### config.mk
export PLATFORM = sky130hd
export DESIGN_NAME = gif_frame_sequencer
export DESIGN_NICKNAME = d
export VERILOG_FILES = /design/src/rtl/gif_seq_pkg.sv /design/src/rtl/gif_frame_sequencer_prescaler.sv /design/src/rtl/gif_frame_sequencer.sv
export SDC_FILE = /design/constraint.sdc
export NUM_CORES = 1
export LEC_CHECK = 0
export BUFFER_PORTS_ARGS = -buffer_cell sky130_fd_sc_hd__buf_2
export CAP_MARGIN = 20
export CELL_PAD_IN_SITES_DETAIL_PLACEMENT = 1
export CELL_PAD_IN_SITES_GLOBAL_PLACEMENT = 1
export CORE_MARGIN = 2
export CORE_UTILIZATION = 40
export CTS_CLUSTER_DIAMETER = 120
export DETAILED_ROUTE_END_ITERATION = 8
export PLACE_DENSITY = 0.77
export SLEW_MARGIN = 20
export SYNTH_ARGS = -nofsm -noshare
export SYNTH_HDL_FRONTEND = slang
export SYNTH_SLANG_ARGS = --single-unit
### constraint.sdc
create_clock -name clk -period 11.15 [get_ports clk]
set_input_delay 1.6725 -clock clk [delete_from_list [all_inputs] [get_ports clk]]
set_output_delay 1.6725 -clock clk [all_outputs]
set_load 0.02 [all_outputs]
### src/rtl/gif_seq_pkg.sv
// Shared definitions for the GIF frame sequencer.
// - Sequencer state encoding.
// - Word offsets of the four detail words in the 4x16 image-details RAM.
package gif_seq_pkg;

   typedef enum logic [2:0] {
      ST_IDLE  = 3'd0,
      ST_LOAD  = 3'd1,
      ST_CHECK = 3'd2,
      ST_WAIT  = 3'd3,
      ST_REQ   = 3'd4,
      ST_ERROR = 3'd5
   } seq_state_t;

   localparam logic [1:0] ADDR_WIDTH  = 2'd0;
   localparam logic [1:0] ADDR_HEIGHT = 2'd1;
   localparam logic [1:0] ADDR_COUNT  = 2'd2;
   localparam logic [1:0] ADDR_DELAY  = 2'd3;

endpackage

### src/rtl/gif_frame_sequencer_prescaler.sv
// gif_tick_prescaler: divides clk down to a one-cycle delay tick.
// Ports:
//   clk, reset : clock, asynchronous active-high reset
//   clear      : synchronous clear of the count (wins over enable)
//   enable     : count while high
//   tick       : high for one cycle when the count is at TICK_DIV-1 and enabled
module gif_tick_prescaler #(
   parameter int unsigned TICK_DIV = 50000
) (
   input  logic clk,
   input  logic reset,
   input  logic clear,
   input  logic enable,
   output logic tick
);

   localparam int unsigned CNT_W = (TICK_DIV > 1) ? $clog2(TICK_DIV) : 1;
   localparam logic [CNT_W-1:0] LAST = CNT_W'(TICK_DIV - 1);

   logic [CNT_W-1:0] cnt;

   always_ff @(posedge clk or posedge reset) begin
      if (reset) begin
         cnt <= '0;
      end else if (clear) begin
         cnt <= '0;
      end else if (enable) begin
         if (cnt == LAST) cnt <= '0;
         else             cnt <= cnt + CNT_W'(1);
      end
   end

   assign tick = enable && !clear && (cnt == LAST);

endmodule

### src/rtl/gif_frame_sequencer.sv
// gif_frame_sequencer: read-side owner of the image-details RAM.
// Loads width/height/frame count/frame delay, validates them, publishes
// them as a configuration and then paces frame requests to the decoder.
// Ports:
//   clk, reset            : clock, asynchronous active-high reset
//   start, stop           : start a load/playback run; abort to IDLE
//   mem_address/chipselect: RAM read address and select (registered)
//   mem_readdata          : RAM data, valid one cycle after the address
//   cfg_valid             : latched details are valid and in use
//   img_width/height      : detail words 0 and 1
//   frame_count/delay     : detail words 2 and 3 (delay in ticks)
//   frame_index           : index of current/requested frame
//   frame_req/frame_ack   : decoder request handshake
//   loop_done             : one-cycle pulse on wrap to frame 0
//   error                 : sticky invalid-details flag, cleared by start
module gif_frame_sequencer
   import gif_seq_pkg::*;
#(
   parameter int unsigned TICK_DIV = 50000,
   parameter int unsigned DLY_W    = 16
) (
   input  logic             clk,
   input  logic             reset,
   input  logic             start,
   input  logic             stop,
   output logic [1:0]       mem_address,
   output logic             mem_chipselect,
   input  logic [15:0]      mem_readdata,
   output logic             cfg_valid,
   output logic [15:0]      img_width,
   output logic [15:0]      img_height,
   output logic [15:0]      frame_count,
   output logic [DLY_W-1:0] frame_delay,
   output logic [15:0]      frame_index,
   output logic             frame_req,
   input  logic             frame_ack,
   output logic             loop_done,
   output logic             error
);

   // A programmed delay of zero still waits one tick.
   function automatic logic [DLY_W-1:0] at_least_one(input logic [DLY_W-1:0] d);
      return (d == '0) ? DLY_W'(1) : d;
   endfunction

   seq_state_t       state;
   logic             rd_vld_p1;
   logic [1:0]       rd_addr_p1;
   logic [15:0]      last_idx;
   logic [DLY_W-1:0] dly_cnt;
   logic [DLY_W-1:0] dly_cnt_nxt;
   logic [DLY_W-1:0] dly_target;
   logic             tick;

   assign dly_cnt_nxt = dly_cnt + DLY_W'(1);
   assign dly_target  = at_least_one(frame_delay);

   gif_tick_prescaler #(
      .TICK_DIV (TICK_DIV)
   ) u_prescaler (
      .clk    (clk),
      .reset  (reset),
      .clear  ((state != ST_WAIT) || stop),
      .enable (state == ST_WAIT),
      .tick   (tick)
   );

   // Stage p1: RAM data for the address presented last cycle
   always_ff @(posedge clk or posedge reset) begin
      if (reset) begin
         rd_vld_p1   <= 1'b0;
         rd_addr_p1  <= '0;
         img_width   <= '0;
         img_height  <= '0;
         frame_count <= '0;
         frame_delay <= '0;
      end else begin
         rd_vld_p1  <= mem_chipselect && (state == ST_LOAD) && !stop;
         rd_addr_p1 <= mem_address;
         if (rd_vld_p1 && (state == ST_LOAD) && !stop) begin
            case (rd_addr_p1)
               ADDR_WIDTH:  img_width   <= mem_readdata;
               ADDR_HEIGHT: img_height  <= mem_readdata;
               ADDR_COUNT:  frame_count <= mem_readdata;
               default:     frame_delay <= mem_readdata[DLY_W-1:0];
            endcase
         end
      end
   end

   always_ff @(posedge clk or posedge reset) begin
      if (reset) begin
         state          <= ST_IDLE;
         mem_address    <= '0;
         mem_chipselect <= 1'b0;
         cfg_valid      <= 1'b0;
         frame_index    <= '0;
         frame_req      <= 1'b0;
         loop_done      <= 1'b0;
         error          <= 1'b0;
         last_idx       <= '0;
         dly_cnt        <= '0;
      end else begin
         loop_done <= 1'b0;
         if (stop) begin
            // Details stay latched; only control and the index are cleared.
            state          <= ST_IDLE;
            mem_address    <= '0;
            mem_chipselect <= 1'b0;
            cfg_valid      <= 1'b0;
            frame_req      <= 1'b0;
            frame_index    <= '0;
            dly_cnt        <= '0;
         end else begin
            case (state)
               ST_IDLE: begin
                  if (start) begin
                     state          <= ST_LOAD;
                     error          <= 1'b0;
                     frame_index    <= '0;
                     cfg_valid      <= 1'b0;
                     mem_chipselect <= 1'b1;
                     mem_address    <= ADDR_WIDTH;
                  end
               end
               ST_LOAD: begin
                  // Addresses 0..3 go out on L0..L3; the last word lands on L4.
                  if (mem_chipselect) begin
                     if (mem_address == ADDR_DELAY) mem_chipselect <= 1'b0;
                     else                           mem_address    <= mem_address + 2'd1;
                  end
                  if (rd_vld_p1 && (rd_addr_p1 == ADDR_DELAY)) state <= ST_CHECK;
               end
               ST_CHECK: begin
                  if ((img_width == '0) || (img_height == '0) || (frame_count == '0)) begin
                     state <= ST_ERROR;
                     error <= 1'b1;
                  end else begin
                     state     <= ST_REQ;
                     cfg_valid <= 1'b1;
                     frame_req <= 1'b1;
                     last_idx  <= frame_count - 16'd1;
                     dly_cnt   <= '0;
                  end
               end
               ST_REQ: begin
                  if (frame_ack && frame_req) begin
                     frame_req <= 1'b0;
                     state     <= ST_WAIT;
                     if (frame_index == last_idx) begin
                        frame_index <= '0;
                        loop_done   <= 1'b1;
                     end else begin
                        frame_index <= frame_index + 16'd1;
                     end
                  end
               end
               ST_WAIT: begin
                  // Compare the incremented count so the next request leaves
                  // on the tick that completes the delay.
                  if (tick) begin
                     if (dly_cnt_nxt == dly_target) begin
                        dly_cnt   <= '0;
                        frame_req <= 1'b1;
                        state     <= ST_REQ;
                     end else begin
                        dly_cnt <= dly_cnt_nxt;
                     end
                  end
               end
               ST_ERROR: begin
                  state <= ST_ERROR;
               end
               default: begin
                  state <= ST_IDLE;
               end
            endcase
         end
      end
   end

endmodule

==> results.sh, run 1 <==
export IMPL_status="complete, no violations"
export IMPL_async_reset_ff_share_pct=100.0
export IMPL_synth_top_area_share_pct=49.26
export IMPL_track_usage_pct=23.19
export IMPL_synthXorXnorAreaFrac_pct=9.904
export IMPL_die_w_microns=137.8
export IMPL_grt_max_degree=77
export IMPL_nets=808
export IMPL_grt_ovfl_total=0
export IMPL_drt_iter0_markers=375
export IMPL_p_leak_uw=0.004200
export IMPL_clock_latency_ns=0.43
export IMPL_drv_cap=0
export IMPL_grt_pass1_vias=6119
export IMPL_placed_cells=987
export IMPL_synthTopCellsByArea="dfrtp_1 49%, mux2_2 10%, xor2_1 5.4%"
export IMPL_cts_sinks=141
export IMPL_grt_antenna_before_repair=0
export IMPL_start_kind="flip-flop"
export IMPL_p_per_area_nw_per_um2=164.4
export IMPL_syn_avg_cell_area_sq_um=10.50
export IMPL_cts_buffers_inserted=17
export IMPL_drtAntennaViolNets=0
export IMPL_ys_seq_area_share_pct=49.26
export IMPL_skew_ns=0.007570
export IMPL_die_area_sq_um=18990
export IMPL_clockRootBuffer="clkbuf_16"
export IMPL_cts_resized=0
export IMPL_cp_data_arrival_time_ns=3.79
export IMPL_critPathMaxFanout=12
export IMPL_r2r_setup_slack_ns=7.61
export IMPL_syn_to_final_growth_pct=17.83
export IMPL_htree_levels=4
export IMPL_dr_pass1_iters=4
export IMPL_end_kind="flip-flop"
export IMPL_routed_via_density=5.615
export IMPL_synth_top_family_by_area="simple AND/OR/NAND/NOR gates"
export IMPL_yosys_warnings=0
export IMPL_finalHoldViolations=0
export IMPL_cts_hold_buf=0
export IMPL_cts_tree="done"
export IMPL_vdd_drop_max_mv=0.1262
export IMPL_core_area_sq_um=17420
export IMPL_post_cts_buffers=0
export IMPL_synth_edff_count=0
export IMPL_post_route_period_util_pct=31.71
export IMPL_setup_violations_final=0
export IMPL_grt_first_pass_wirelength_mm=33.45
export IMPL_worst_pin_slew_ns=0.9960
export IMPL_synthSimpleGateAreaFrac_pct=18.31
export IMPL_relSlewSlack_pct=33.60
export IMPL_synth_fa_ha_area_share_pct=1.048
export IMPL_io_pins=108
export IMPL_drv_slew=0
export IMPL_worst_ep_required_time_ns=11.41
export IMPL_diodes=0
export IMPL_clockBufferDepth=2
export IMPL_r2r_end="dly_cnt[4]"
export IMPL_hold_start="mem_address[1]"
export IMPL_routed_wl_mm=20.78
export IMPL_reg2reg_from="dly_cnt[0]"
export IMPL_avgRoutedWirePerCell_microns=20.41
export IMPL_synth_flop_cell="dfrtp_1"
export IMPL_synthesis_nets=709
export IMPL_gp_routability_congestion=0.8666
export IMPL_vias=5716
export IMPL_layout_common_cells="141 x dfrtp_1, 107 x buf_2, 64 x mux2_2"
export IMPL_portBuffers=107
export IMPL_clk_pin_slew_worst_paths_ns=0.06
export IMPL_max_freq_mhz=282.8
export IMPL_die_y_microns=137.8
export IMPL_setup_tns_ns=0
export IMPL_syn_inst=682
export IMPL_synth_compound_area_share_pct=8.279
export IMPL_drive_above_1_share_pct=27.24
export IMPL_netlist_area_sq_um=7163
export IMPL_rsz0062_at_grt="no"
export IMPL_start_util_pct=41.13
export IMPL_min_period_ns=3.536
export IMPL_holdPathStages=0
export IMPL_rows=48
export IMPL_reg2reg_depth=8
export IMPL_criticalPathCategory="flip-flop to flip-flop"
export IMPL_yosys_area_top_type="dfrtp_1"
export IMPL_hp_class="flip-flop to flip-flop"
export IMPL_drc=0
export IMPL_fin_cells=1018
export IMPL_synth_cell_type_count=61
export IMPL_ys_seq_elements=141
export IMPL_holdPathEnd="rd_addr_p1[1]"
export IMPL_hpwl_mm=15.20
export IMPL_muxShareOfSynthArea_pct=10.48
export IMPL_final_common_cell="dfrtp_1"
==> per-stage QoR <==
stage	utilization [%]	hold slack, ns	worst slack (ns)	total power, uW	cell area (sq um)
floorplan	-	0.4329	5.696	739.5	7163
CTS	48.43	0.4398	7.550	1395	8434
detailed placement	45.16	0.4296	7.134	836.0	7865
finish	48.46	0.4314	7.614	1387	8441
global route	48.46	0.4652	7.391	1443	8441
global placement	45.16	0.4175	7.275	823.1	7865
==> worst max-delay path, stage by stage (launching register included) <==
cell and delay (ns):
dfrtp_1 0.56, ha_1 0.35, nand3_2 0.19, nor2_1 0.24, a211oi_1 0.12, a2111oi_0 0.65
nand4_2 0.39, o21ai_2 0.68, a21oi_1 0.17
==> registers in the layout, indices dropped and copies added (netlist names), 3 cells and up <==
name / cells
img_height: 16
dly_cnt: 16
state: 3
img_width: 16
frame_index: 16
last_idx: 16
u_prescaler.cnt: 16
frame_count: 16
frame_delay: 16
==> worst max path at each step <==
| stage | from | end | slack [ns] | depth (start not counted) |
|---|---|---|---|---|
| final | dly_cnt[0] | dly_cnt[4] | 7.61 | 8 |
| after global routing | dly_cnt[0] | dly_cnt[4] | 7.39 | 8 |
| after CTS | stop | img_width[14] | 7.55 | 5 |
| after detailed placement | stop | img_width[14] | 7.13 | 5 |
| after global placement | stop | img_width[5] | 7.27 | 5 |
| after floorplan | reset | cfg_valid | 5.70 | 1 |
==> routing by layer <==
| metal | up-vias | track usage (%) | share of wire [%] |
|---|---|---|---|
| li1 | 2618 | - | - |
| met1 | 2917 | 31.02 | 45 |
| met2 | 138 | 37.12 | 48 |
| met3 | 43 | 4.010 | 3.9 |
| met4 | 0 | 10.09 | 3.2 |
| met5 | - | 0 | 0 |
==> power breakdown <==
part / internal (uW) / switching [uW]
logic: 82.5 / 146
registers: 550 / 50.7
clock network: 344 / 214
total: 977 / 411
==> logic make-up (layout without fill, tap and decap cells) <==
kind of cell | after synthesis | count (layout)
AOI/OAI and AO/OA | 91 | 91
xor gates and xnor gates | 81 | 81
adders and majority gates | 6 | 6
buffers and inverters | 44 | 155
DFF | 141 | 141
muxes | 67 | 67
and+or+nand+nor | 252 | 252
==> final cells by class <==
class                      count  area, sq um
fill                        1939         8976
sequential                   141         3528
multi-input combinational    497         3450
timing repair buffer         109        550.5
clock buffer                  24        481.7
tap                          225        281.5
clock inverter                 7        87.58
inverter                      15        61.31
==> cell usage after synthesis, drive strengths merged (4+ instances only) <==
cell and instances:
a2111oi 4, a21oi 30, and3 12, and4 5, buf 8, clkbuf 21, dfrtp 141, ha 6
inv 15, mux2 64, nand2 62, nand2b 4, nand3 18, nand4 20, nor2 59, nor2b 6
nor3 19, nor4 27, nor4b 4, o211ai 4, o21ai 25, or3 5, xnor2 37, xor2 44
(Power assumes the default switching activity.)
==> inputs of run 2 (changes only) <==
clock period = 3.5 ns   (was 11.15 ns; I/O delays follow)
==> run 2 against run 1 <==
Final area is 0.24% higher. Worst setup slack lost 7.3 ns. Register-to-register slack worse by 7.3 ns. Sequential share of layout area down 0.099 points. Largest power group unchanged. Utilization rose by 0.11 points. Fmax rose by 10%. Combinational power rose to 3.3 times the previous value. First-iteration DRC count is 8.8% lower. Via count is 1.7% higher. Die area did not move. Critical path type unchanged. Non-clock buffer count is 8 higher. Global-route usage down 0.16 points.
==> results.sh, run 2 (synthesis results as in run 1) <==
export IMPL_setup_violations_final=0
export IMPL_crit_start="dly_cnt[0]"
export IMPL_finalHoldViolations=0
export IMPL_placed_cells=995
export IMPL_worst_pin_slew_ns=0.8079
export IMPL_place_area_sq_um=7933
export IMPL_cts_hold_buf=0
export IMPL_routed_via_density=5.672
export IMPL_reg2reg_from="dly_cnt[0]"
export IMPL_final_common_cell="dfrtp_1"
export IMPL_gp_routability_congestion=0.9250
export IMPL_htree_levels=4
export IMPL_setup_tns_ns=0
export IMPL_drtAntennaViolNets=0
export IMPL_fin_cells=1025
export IMPL_clockRootBuffer="clkbuf_16"
export IMPL_drt_iter0_markers=342
export IMPL_r2r_setup_slack_ns=0.29
export IMPL_io_pins=108
export IMPL_core_area_sq_um=17420
export IMPL_post_cts_buffers=0
export IMPL_drv_slew=0
export IMPL_critPathCapture="dly_cnt[14]"
export IMPL_fin_hold_ws_ns=0.2339
export IMPL_rows=48
export IMPL_clock_latency_ns=0.43
export IMPL_start_util_pct=41.13
export IMPL_worst_ep_required_time_ns=3.78
export IMPL_intPower_uw=2993
export IMPL_cts_tree="done"
export IMPL_syn_to_final_growth_pct=18.11
export IMPL_portBuffers=107
export IMPL_vdd_drop_max_mv=0.4260
export IMPL_grt_antenna_before_repair=0
export IMPL_nets=816
export IMPL_die_y_microns=137.8
export IMPL_reg2reg_depth=8
export IMPL_fin_util_pct=48.58
export IMPL_clk_pin_slew_worst_paths_ns=0.06
export IMPL_layout_common_cells="141 x dfrtp_1, 107 x buf_2, 64 x mux2_2"
export IMPL_critPathMaxFanout=12
export IMPL_min_period_ns=3.214
export IMPL_vias=5814
export IMPL_dr_pass1_iters=4
export IMPL_combPwrFrac_pct=17.6
export IMPL_pwr_share_clk_pct=38.1
export IMPL_track_usage_pct=23.03
export IMPL_routed_wl_mm=20.95
export IMPL_status="complete, no violations"
export IMPL_start_kind="flip-flop"
export IMPL_clockBufferDepth=2
export IMPL_relSlewSlack_pct=45.64
export IMPL_cts_buffers_inserted=17
export IMPL_hpwl_mm=15.25
export IMPL_grt_pass1_vias=6158
export IMPL_cts_resized=0
export IMPL_regArea_sq_um=3528
export IMPL_die_w_microns=137.8
export IMPL_hp_class="primary input to async pin"
export IMPL_avgRoutedWirePerCell_microns=20.44
export IMPL_diodes=0
export IMPL_drc=0
export IMPL_grt_max_degree=77
export IMPL_criticalPathCategory="flip-flop to flip-flop"
export IMPL_pwr_share_seq_pct=44.3
export IMPL_skew_ns=0.009523
export IMPL_design_area_sq_um=8461
export IMPL_p_sw_uw=1295
export IMPL_grt_first_pass_wirelength_mm=33.26
export IMPL_cp_data_arrival_time_ns=3.50
export IMPL_switching_share_pct=30.20
export IMPL_cts_sinks=141
export IMPL_rsz0062_at_grt="no"
export IMPL_multi_input_area_sq_um=3440
export IMPL_drive_above_1_share_pct=28.00
export IMPL_r2r_end="dly_cnt[14]"
export IMPL_p_per_area_nw_per_um2=506.8
export IMPL_die_area_sq_um=18990
export IMPL_p_leak_uw=0.004224
export IMPL_max_freq_mhz=311.2
export IMPL_end_kind="flip-flop"
export IMPL_grt_ovfl_total=0
export IMPL_drv_cap=0
export IMPL_post_route_period_util_pct=91.82
export IMPL_n_fill_cell=1962
## run 2: cell types whose count changed in the layout (fill, tap and decap cells not counted), sizes merged
cell	delta
inv	-1
clkbuf	-1
buf	+8
clkinvlp	+2
bufinv	-2
clkinv	+1
## run 2: area by class of cell
cell class              instances  share of cell area [%]
clock buffers                  23                   5.768
repair buffers                117                   7.365
multi-input cells             497                   40.65
flip-flops and latches        141                   41.70
well taps                     225                   3.327
clock inverters                 7                  0.4732
inverters                      15                  0.7098
## run 2: critical path, cell delays in order (launching register included)
cell and delay, ns:
dfrtp_1 0.54, ha_1 0.34, nand3_2 0.19, nor2_1 0.26
a211oi_1 0.13, a2111oi_0 0.54, nand4_2 0.32, o21ai_2 0.58
o21ai_0 0.18
## run 2: how the worst min path moves through the flow
stage                       startpoint                  to  slack [ns]  cells after the start
floorplan           u_prescaler.cnt[0]  u_prescaler.cnt[0]        0.43                      1
global placement        mem_address[1]       rd_addr_p1[1]        0.42                      0
detailed placement      mem_address[1]       rd_addr_p1[1]        0.44                      0
CTS                              reset       rd_addr_p1[1]        0.25                      2
global route                     reset       rd_addr_p1[1]        0.28                      2
finish                           reset            state[1]        0.23                      2
## run 2: metrics by stage
step	setup WS, ns	power [uW]
floorplan	1.113	2356
global placement	0.4940	2638
detailed placement	0.2922	2671
CTS	0.2854	4305
global route	0.02235	4462
finish	0.2865	4288
## run 2: layer usage
metal / wire length [microns] / share of wire (%) / up-vias / track usage [%]
met2: 10300 / 49 / 156 / 38.58
li1: - / - / 2654 / -
met3: 867 / 4.1 / 28 / 4.636
met4: 416 / 2.0 / 0 / 7.710
met1: 9368 / 45 / 2976 / 29.86
met5: 0 / 0 / - / 0
## run 2: power by group through the flow
stage	Clock, uW	Sequential, uW	Combinational (uW)
2_1_floorplan	0	2000	357
3_3_place_gp	0	1910	730
3_5_place_dp	0	1920	750
4_1_cts	1650	1900	758
5_1_grt	1730	1920	817
6_report	1630	1900	753
